File: src/rtl/amber48_pkg.sv
// amber48_pkg: shared data-memory types for the amber48 data path.
package amber48_pkg;
    localparam int XLEN = 48;
    typedef enum logic [1:0] {ARB_IDLE, ARB_BUSY, ARB_RESP} arb_state_e;
    typedef struct packed {
        logic            we;
        logic [XLEN-1:0] addr;
        logic [XLEN-1:0] wdata;
    } dmem_req_t;
    typedef struct packed {
        logic [XLEN-1:0] rdata;
        logic            ready;
        logic            trap;
    } dmem_rsp_t;
endpackage

File: src/rtl/amber48_dmem_arbiter_if.sv
// amber48_dmem_arbiter_if: both master ports, the downstream port and arbiter status.
interface amber48_dmem_arbiter_if;
    import amber48_pkg::*;
    logic            m0_req_i, m0_we_i, m0_ready_o, m0_trap_o;
    logic [XLEN-1:0] m0_addr_i, m0_wdata_i, m0_rdata_o;
    logic            m1_req_i, m1_we_i, m1_ready_o, m1_trap_o;
    logic [XLEN-1:0] m1_addr_i, m1_wdata_i, m1_rdata_o;
    logic            s_req_o, s_we_o, s_ready_i, s_trap_i;
    logic [XLEN-1:0] s_addr_o, s_wdata_o, s_rdata_i;
    logic            grant_o, busy_o, timeout_o;
    modport slave (
        input  m0_req_i, m0_we_i, m0_addr_i, m0_wdata_i,
        input  m1_req_i, m1_we_i, m1_addr_i, m1_wdata_i,
        input  s_rdata_i, s_ready_i, s_trap_i,
        output m0_rdata_o, m0_ready_o, m0_trap_o,
        output m1_rdata_o, m1_ready_o, m1_trap_o,
        output s_req_o, s_we_o, s_addr_o, s_wdata_o,
        output grant_o, busy_o, timeout_o
    );
    modport master (
        output m0_req_i, m0_we_i, m0_addr_i, m0_wdata_i,
        output m1_req_i, m1_we_i, m1_addr_i, m1_wdata_i,
        output s_rdata_i, s_ready_i, s_trap_i,
        input  m0_rdata_o, m0_ready_o, m0_trap_o,
        input  m1_rdata_o, m1_ready_o, m1_trap_o,
        input  s_req_o, s_we_o, s_addr_o, s_wdata_o,
        input  grant_o, busy_o, timeout_o
    );
endinterface

File: src/rtl/amber48_dmem_arbiter.sv
// amber48_dmem_arbiter: round-robin two-master arbiter with one outstanding access and a hang watchdog.
module amber48_dmem_arbiter
    import amber48_pkg::*;
#(
    parameter int TIMEOUT_CYCLES = 64,
    parameter int CNT_W          = 8
) (
    input logic                   clk_i,
    input logic                   rst_i,
    amber48_dmem_arbiter_if.slave bus
);
    localparam bit               WD_EN   = TIMEOUT_CYCLES != 0;
    localparam logic [CNT_W-1:0] CNT_END = CNT_W'(WD_EN ? TIMEOUT_CYCLES - 1 : 0);
    arb_state_e       state_q;
    dmem_req_t        req_q, pick;
    dmem_rsp_t        rsp_q;
    logic [CNT_W-1:0] cnt_q;
    logic             last_q, grant_q, s_req_q, timeout_q, win, sel0, sel1;
    // On a tie the master that did not win last time goes next.
    assign win  = bus.m1_req_i & (~bus.m0_req_i | ~last_q);
    assign pick = win ? {bus.m1_we_i, bus.m1_addr_i, bus.m1_wdata_i}
                      : {bus.m0_we_i, bus.m0_addr_i, bus.m0_wdata_i};
    always_ff @(posedge clk_i or posedge rst_i) begin
        if (rst_i) begin
            state_q   <= ARB_IDLE;
            req_q     <= '0;
            rsp_q     <= '0;
            cnt_q     <= '0;
            last_q    <= 1'b1;
            grant_q   <= 1'b0;
            s_req_q   <= 1'b0;
            timeout_q <= 1'b0;
        end else begin
            case (state_q)
                ARB_IDLE: begin
                    rsp_q     <= '0;
                    timeout_q <= 1'b0;
                    if (bus.m0_req_i | bus.m1_req_i) begin
                        req_q   <= pick;
                        grant_q <= win;
                        last_q  <= win;
                        cnt_q   <= '0;
                        s_req_q <= 1'b1;
                        state_q <= ARB_BUSY;
                    end
                end
                ARB_BUSY: begin
                    if (bus.s_ready_i) begin
                        rsp_q   <= '{rdata: bus.s_rdata_i, ready: 1'b1, trap: bus.s_trap_i};
                        s_req_q <= 1'b0;
                        state_q <= ARB_RESP;
                    end else if (WD_EN && cnt_q == CNT_END) begin
                        rsp_q     <= '{rdata: '0, ready: 1'b1, trap: 1'b1};
                        timeout_q <= 1'b1;
                        s_req_q   <= 1'b0;
                        state_q   <= ARB_RESP;
                    end else begin
                        cnt_q <= cnt_q + 1'b1;
                    end
                end
                ARB_RESP: begin
                    rsp_q     <= '0;
                    timeout_q <= 1'b0;
                    state_q   <= ARB_IDLE;
                end
                default: state_q <= ARB_IDLE;
            endcase
        end
    end
    assign sel0           = rsp_q.ready & ~grant_q;
    assign sel1           = rsp_q.ready & grant_q;
    assign bus.m0_ready_o = sel0;
    assign bus.m0_trap_o  = sel0 & rsp_q.trap;
    assign bus.m0_rdata_o = sel0 ? rsp_q.rdata : '0;
    assign bus.m1_ready_o = sel1;
    assign bus.m1_trap_o  = sel1 & rsp_q.trap;
    assign bus.m1_rdata_o = sel1 ? rsp_q.rdata : '0;
    assign bus.s_req_o    = s_req_q;
    assign bus.s_we_o     = req_q.we;
    assign bus.s_addr_o   = req_q.addr;
    assign bus.s_wdata_o  = req_q.wdata;
    assign bus.grant_o    = grant_q;
    assign bus.busy_o     = state_q != ARB_IDLE;
    assign bus.timeout_o  = timeout_q;
endmodule

File: src/flat_wrapper.sv
// flat-port wrapper written by rule: the top's interface ports become plain ports
module amber48_dmem_arbiter_flat import amber48_pkg::*;
#(
    parameter int TIMEOUT_CYCLES = 64,
    parameter int CNT_W          = 8
)
  (clk_i, rst_i, bus_m0_req_i, bus_m0_we_i, bus_m0_addr_i, bus_m0_wdata_i, bus_m1_req_i, bus_m1_we_i, bus_m1_addr_i, bus_m1_wdata_i, bus_s_rdata_i, bus_s_ready_i, bus_s_trap_i, bus_m0_rdata_o, bus_m0_ready_o, bus_m0_trap_o, bus_m1_rdata_o, bus_m1_ready_o, bus_m1_trap_o, bus_s_req_o, bus_s_we_o, bus_s_addr_o, bus_s_wdata_o, bus_grant_o, bus_busy_o, bus_timeout_o);
  amber48_dmem_arbiter_if bus_i ();
  input logic clk_i;
  input logic rst_i;
  input wire logic [$bits(bus_i.m0_req_i)-1:0] bus_m0_req_i;
  input wire logic [$bits(bus_i.m0_we_i)-1:0] bus_m0_we_i;
  input wire logic [$bits(bus_i.m0_addr_i)-1:0] bus_m0_addr_i;
  input wire logic [$bits(bus_i.m0_wdata_i)-1:0] bus_m0_wdata_i;
  input wire logic [$bits(bus_i.m1_req_i)-1:0] bus_m1_req_i;
  input wire logic [$bits(bus_i.m1_we_i)-1:0] bus_m1_we_i;
  input wire logic [$bits(bus_i.m1_addr_i)-1:0] bus_m1_addr_i;
  input wire logic [$bits(bus_i.m1_wdata_i)-1:0] bus_m1_wdata_i;
  input wire logic [$bits(bus_i.s_rdata_i)-1:0] bus_s_rdata_i;
  input wire logic [$bits(bus_i.s_ready_i)-1:0] bus_s_ready_i;
  input wire logic [$bits(bus_i.s_trap_i)-1:0] bus_s_trap_i;
  output wire logic [$bits(bus_i.m0_rdata_o)-1:0] bus_m0_rdata_o;
  output wire logic [$bits(bus_i.m0_ready_o)-1:0] bus_m0_ready_o;
  output wire logic [$bits(bus_i.m0_trap_o)-1:0] bus_m0_trap_o;
  output wire logic [$bits(bus_i.m1_rdata_o)-1:0] bus_m1_rdata_o;
  output wire logic [$bits(bus_i.m1_ready_o)-1:0] bus_m1_ready_o;
  output wire logic [$bits(bus_i.m1_trap_o)-1:0] bus_m1_trap_o;
  output wire logic [$bits(bus_i.s_req_o)-1:0] bus_s_req_o;
  output wire logic [$bits(bus_i.s_we_o)-1:0] bus_s_we_o;
  output wire logic [$bits(bus_i.s_addr_o)-1:0] bus_s_addr_o;
  output wire logic [$bits(bus_i.s_wdata_o)-1:0] bus_s_wdata_o;
  output wire logic [$bits(bus_i.grant_o)-1:0] bus_grant_o;
  output wire logic [$bits(bus_i.busy_o)-1:0] bus_busy_o;
  output wire logic [$bits(bus_i.timeout_o)-1:0] bus_timeout_o;
  assign bus_i.m0_req_i = bus_m0_req_i;
  assign bus_i.m0_we_i = bus_m0_we_i;
  assign bus_i.m0_addr_i = bus_m0_addr_i;
  assign bus_i.m0_wdata_i = bus_m0_wdata_i;
  assign bus_i.m1_req_i = bus_m1_req_i;
  assign bus_i.m1_we_i = bus_m1_we_i;
  assign bus_i.m1_addr_i = bus_m1_addr_i;
  assign bus_i.m1_wdata_i = bus_m1_wdata_i;
  assign bus_i.s_rdata_i = bus_s_rdata_i;
  assign bus_i.s_ready_i = bus_s_ready_i;
  assign bus_i.s_trap_i = bus_s_trap_i;
  assign bus_m0_rdata_o = bus_i.m0_rdata_o;
  assign bus_m0_ready_o = bus_i.m0_ready_o;
  assign bus_m0_trap_o = bus_i.m0_trap_o;
  assign bus_m1_rdata_o = bus_i.m1_rdata_o;
  assign bus_m1_ready_o = bus_i.m1_ready_o;
  assign bus_m1_trap_o = bus_i.m1_trap_o;
  assign bus_s_req_o = bus_i.s_req_o;
  assign bus_s_we_o = bus_i.s_we_o;
  assign bus_s_addr_o = bus_i.s_addr_o;
  assign bus_s_wdata_o = bus_i.s_wdata_o;
  assign bus_grant_o = bus_i.grant_o;
  assign bus_busy_o = bus_i.busy_o;
  assign bus_timeout_o = bus_i.timeout_o;
  amber48_dmem_arbiter #(.TIMEOUT_CYCLES(TIMEOUT_CYCLES), .CNT_W(CNT_W)) u_core (.clk_i(clk_i), .rst_i(rst_i), .bus(bus_i));
endmodule
File: config.mk
export PLATFORM = sky130hd
export DESIGN_NAME = amber48_dmem_arbiter_flat
export DESIGN_NICKNAME = d
export VERILOG_FILES = /design/src/rtl/amber48_pkg.sv /design/src/rtl/amber48_dmem_arbiter_if.sv /design/src/rtl/amber48_dmem_arbiter.sv /design/src/flat_wrapper.sv
export SDC_FILE = /design/constraint.sdc
export NUM_CORES = 1
export LEC_CHECK = 0
export ABC_AREA = 0
export BUFFER_PORTS_ARGS = -buffer_cell sky130_fd_sc_hd__buf_2
export CAP_MARGIN = 20
export CORE_AREA = 2 2 173 175
export CTS_CLUSTER_SIZE = 30
export DETAILED_ROUTE_END_ITERATION = 16
export DIE_AREA = 0 0 175 177
export PLACE_DENSITY = 0.58
export SLEW_MARGIN = 10
export SYNTH_ARGS = -nofsm -noshare
export SYNTH_HDL_FRONTEND = slang
export SYNTH_SLANG_ARGS = --single-unit
File: constraint.sdc
create_clock -name clk_i -period 5.1 [get_ports clk_i]
set_input_delay 0.765 -clock clk_i [delete_from_list [all_inputs] [get_ports clk_i]]
set_output_delay 0.765 -clock clk_i [all_outputs]
set_load 0.02 [all_outputs]
# Word level (Yosys, flattened, before mapping)
# Index checks and enable logic that the tools add are counted.
[totals]
output_inout_bits = 201
word_cells = 63
inputBits = 248
mem_count = 0
mem_bits_ro = 0
regBits = 161
ramBits = 0
latchBits = 0
[classes]
n_reduce_logical = 11
bitwise = 10
shift = 0
addsub = 1
magnitude_cmp = 0
muxes = 21
div_mod_pow = 0
multipliers = 0
n_eq_ne = 8
[op_table]
columns = ["cell", "count"]
rows = [
  ["2-to-1 mux 50 bit", 2],
  ["one-hot mux 50 bit (2 select lines)", 1],
  ["2-to-1 mux 97 bit", 1],
  ["2-to-1 mux 48 bit", 2],
  ["2-to-1 mux 8 bit", 3],
  ["one-hot mux 8 bit (2 select lines)", 1],
  ["adder 8 x 1 -> 8 bit, second input constant", 1],
  ["equality test 8 x 6 -> 1 bit, second input constant", 1],
  ["2-to-1 mux 2 bit", 3],
  ["AND reduction 2 bit", 3],
  ["AND reduction 3 bit", 2],
  ["nonzero test 2 bit", 3],
  ["AND 1 bit", 5],
  ["2-to-1 mux 1 bit", 5],
  ["!= test 2 x 1 -> 1 bit, second input constant", 2],
  ["!= test 2 bit, second input constant", 2],
  ["one-hot mux 1 bit (2 select lines)", 2],
  ["one-hot mux 2 bit (2 select lines)", 1],
  ["AND reduction 4 bit", 1],
  ["!= test 3 x 2 -> 1 bit, second input constant", 1],
  ["NOT 1 bit", 3],
  ["equality test 2 x 1 -> 1 bit, second input constant", 1],
  ["equality test 2 bit, second input constant", 1],
  ["zero test 2 bit", 1],
  ["other kinds (2)", 3],
]

# Logic depth before layout (Yosys ltp)
[logic_depth]
word_depth = 4
depth_mapped = 8
ltp_nobuf = 5

# Least setup slack after synthesis
# Ideal clock, no wire load.
[synth_path]
path_type = "register -> output"
startpoint = "register u_core.grant_q (netlist: u_core.bus.grant_o)"
endpoint = "output bus_m0_rdata_o[38]"
slack_ns = 2.945
t_required_ns = 4.335
arrival_ns = 1.390
path_stages_with_launch = 4
path_buffers = 1
path_cell_list = "dfrtp_1 nor2b_1 clkbuf_1 and2_1"
[synth_between]
elab_chain_len = 3
[synth_rtl]
columns = ["element", "line", "text"]
rows = [
  ["start: declaration", "amber48_dmem_arbiter.sv:18", "logic last_q, grant_q, s_req_q, timeout_q, win, sel0, sel1;"],
  ["start signal: assignment", "amber48_dmem_arbiter.sv:40", "grant_q <= win;"],
  ["NOT 1 bit", "amber48_dmem_arbiter.sv:70", "assign sel0 = rsp_q.ready & ~grant_q;"],
  ["AND 1 bit", "amber48_dmem_arbiter.sv:70", ""],
  ["via bus_m0_ready_o", "flat_wrapper.sv:23", "output wire logic [$bits(bus_i.m0_ready_o)-1:0] bus_m0_ready_o;"],
  ["2-to-1 mux 48 bit", "amber48_dmem_arbiter.sv:74", "assign bus.m0_rdata_o = sel0 ? rsp_q.rdata : '0;"],
  ["end: declaration", "flat_wrapper.sv:22", "output wire logic [$bits(bus_i.m0_rdata_o)-1:0] bus_m0_rdata_o;"],
]
# The timed path passes the listed nets, and every way through them passes these cells.

# Final worst setup path
[layout_path]
startpoint = "register u_core.rsp_q[1] (netlist bit)"
endpoint = "output bus_m0_rdata_o[18]"
[layout_between]
elab_chain_len = 2
[layout_rtl]
columns = ["element", "line", "text"]
rows = [
  ["start: declaration", "amber48_dmem_arbiter.sv:16", "dmem_rsp_t rsp_q;"],
  ["start signal: assignment", "amber48_dmem_arbiter.sv:49", "rsp_q <= '{rdata: bus.s_rdata_i, ready: 1'b1, trap: bus.s_trap_i};"],
  ["start signal: assignment", "amber48_dmem_arbiter.sv:53", "rsp_q <= '{rdata: '0, ready: 1'b1, trap: 1'b1};"],
  ["AND 1 bit", "amber48_dmem_arbiter.sv:70", ""],
  ["2-to-1 mux 48 bit", "amber48_dmem_arbiter.sv:74", ""],
]
# Every way passes these cells.

==> results_dict.tcl <==
set metrics [dict create \
    status "finished clean" \
    vias 6805 \
    async_flop_share 1.00 \
    drt_iter0_markers 257 \
    cts.path.max_buffers 2 \
    path_class "reg -> out" \
    grt_pass1_wl_um 35700 \
    cts_root_buf "clkbuf_16" \
    final_nets 1390 \
    clock_latency_ps 420 \
    ioPinCount 449 \
    overflow 0 \
    ys_ff_latch 161 \
    dieArea_sq_um 31000 \
    grt_usage 0.147 \
    leakagePower_uw 0.00594 \
    synth_nets 974 \
    cts.repair.resized 0 \
    fin_crit_ps 2620 \
    hpwl_um 17400 \
    row_count 63 \
    period_share 0.514 \
    syn_to_final_growth_pct 41.0 \
    io_buffer_count 448 \
    maxCapViolations 0 \
    crit_buf_inv 2 \
    arrival_ps 1860 \
    start_util 0.260 \
    grt_pass1_vias 6510 \
    vias_per_cell 4.41 \
    instances_no_fill 1544 \
    ys_seq_area_frac 0.530 \
    start_kind "flop" \
    slowest_delay_ps 390 \
    path_cells "nor2b_2 -> buf_4 -> and2_1 -> buf_2" \
    final_hold_viol_count 0 \
    synth_top_area_frac 0.527 \
    critPathTopFamily "buffers and inverters" \
    finalMaxSlewViolations 0 \
    wl_per_cell_um 15.1 \
    cp_max_fo 48 \
    drive_gt1_frac 0.432 \
    finClkSkew_ps 10.9 \
    synth_flop_cell "dfrtp_1" \
    h-tree-depth 4 \
    post-place-cells 1512 \
    hold_buffers 0 \
    syn_inst 725 \
    post_cts_buffers 0 \
    crit_path_top_delay_cell "buf_4" \
    setup_viol 0 \
    diodes 0 \
    drcViolationCount 0 \
    synth_largest_area_cell "dfrtp_1" \
    worstMarginPinSlew_ps 985 \
    cts_tree "built" \
    cts_sinks 161 \
    relSlewSlack 0.337 \
    grt_start_max_net_pins 116 \
    gp_congestion 0.789 \
    path_clk_slew_ps 70 \
    synth_cell_type_count 34 \
    ys_warn_count 0 \
    min_path_type "reg -> reg" \
    cellPowerDensity_nw_per_um2 510 \
    cts_buffers 17 \
    dr.pass1.iters 4 \
    peakVddDrop_mv 0.257 \
    required_ps 4340 \
    antenna_left 0 \
    rsz0062_at_grt "no" \
    synth_area_leaders "dfrtp_1, mux2i_1, o21ai_0, a22o_1, nand2_1" \
    endpoint_kind "primary output" \
    antenna_found_initial 0 \
    netlist_area_sq_um 7600 \
    die_y_um 177 \
    fin_tns_setup_ps 0 \
    max_freq_mhz 381 \
    synth_area_per_cell_sq_um 10.5 \
    core-area_sq_um 29200 \
    die_x_um 175 \
    synth.most_common_cell "dfrtp_1" \
    ys_top_cells_by_count "dfrtp_1, nand2_1, o21ai_0" \
    synth-edff-count 0 \
    totalWireLength_um 23300 \
]
[where the power goes]
| part | internal (uW) | switching, uW | total, uW |
|---|---|---|---|
| combinational | 727 | 1430 | 2160 |
| clock | 706 | 583 | 1290 |
| sequential | 1750 | 268 | 2020 |
| total | 3180 | 2280 | 5470 |
[final timing paths]
path | start | end | slack [ps] | cells after the start
max in group asynchronous | rst_i | u_core.bus.s_wdata_o[15]$_DFFE_PP0P_ | 3480 | 4
min | u_core.bus.s_wdata_o[13]$_DFFE_PP0P_ | u_core.bus.s_wdata_o[13]$_DFFE_PP0P_ | 470 | 2
min in group asynchronous | rst_i | u_core.bus.s_addr_o[47]$_DFFE_PP0P_ | 490 | 3
max | u_core.rsp_q[1]$_DFFE_PP0P_ | bus_m0_rdata_o[18] | 2480 | 4
max reg2reg | u_core.state_q[0]$_DFFE_PP0P_ | u_core.rsp_q[21]$_DFFE_PP0P_ | 2860 | 3
min reg2reg | u_core.bus.s_wdata_o[13]$_DFFE_PP0P_ | u_core.bus.s_wdata_o[13]$_DFFE_PP0P_ | 470 | 2
[tightest hold or removal path: cells and delay by family, from the launching register on]
family	cells	cell delay [ps]
simple gates	1	40
flops	1	340
compound gates	1	60
[state kept, by name, summed over array words and instances (netlist names), 2 cells and up]
| signal | cells |
|---|---|
| u_core.bus.s_addr_o | 48 |
| u_core.bus.s_wdata_o | 48 |
| u_core.cnt_q | 8 |
| u_core.rsp_q | 50 |
| u_core.state_q | 2 |
[stage by stage]
step / hold slack [ps] / util / power (uW) / cell area (sq um) / setup slack, ps
after global placement: 458 / 0.346 / 4200 / 10100 / 2580
after CTS: 479 / 0.366 / 5560 / 10700 / 2330
after global routing: 497 / 0.366 / 5840 / 10700 / 2320
after detailed placement: 465 / 0.346 / 4240 / 10100 / 2550
after floorplan: 449 / - / 3400 / 7600 / 2290
final: 473 / 0.366 / 5470 / 10700 / 2480
[cells by family after synthesis]
group	count (synthesis)	synth area share
multiplexers	99	0.130
adder cells (fa/ha/maj)	1	0.00165
AND/OR/NAND/NOR	233	0.155
AO/OA/AOI/OAI	167	0.142
flip-flops	161	0.530
buffers and inverters	64	0.0402
[layout make-up]
| class | instances | area, sq um |
|---|---|---|
| fillers | 2951 | 18500 |
| clock inverters | 13 | 141 |
| clock buffers | 19 | 443 |
| multi-input cells | 500 | 3270 |
| flip-flops and latches | 161 | 4030 |
| well taps | 390 | 488 |
| inverters | 4 | 18.8 |
| repair buffers | 457 | 2320 |
[metal layers]
metal,part of all wire,global-route usage,up-vias,wire (um)
met3,0.070,0.0350,18,1630
li1,-,-,3379,-
met2,0.49,0.252,322,11300
met1,0.43,0.182,3086,9950
met4,0.014,0.0479,0,337
met5,0,0,-,0
[placed cells by master, fill, tap and decap left out, types with 2 or more instances in the layout]
master,count
a21oi_1,4
a22o_1,48
and2_1,52
and3_1,49
buf_2,448
buf_4,8
clkbuf_16,17
clkinvlp_4,4
dfrtp_1,160
inv_1,3
inv_6,4
inv_8,4
mux2i_1,99
nand2_1,109
nand2b_1,3
nand3_1,3
nand4b_1,2
nor2_1,5
nor2b_1,2
o211ai_1,3
o21ai_0,101
o311ai_0,3
o41ai_1,2
Note: power is estimated with default switching activity, not from simulation.
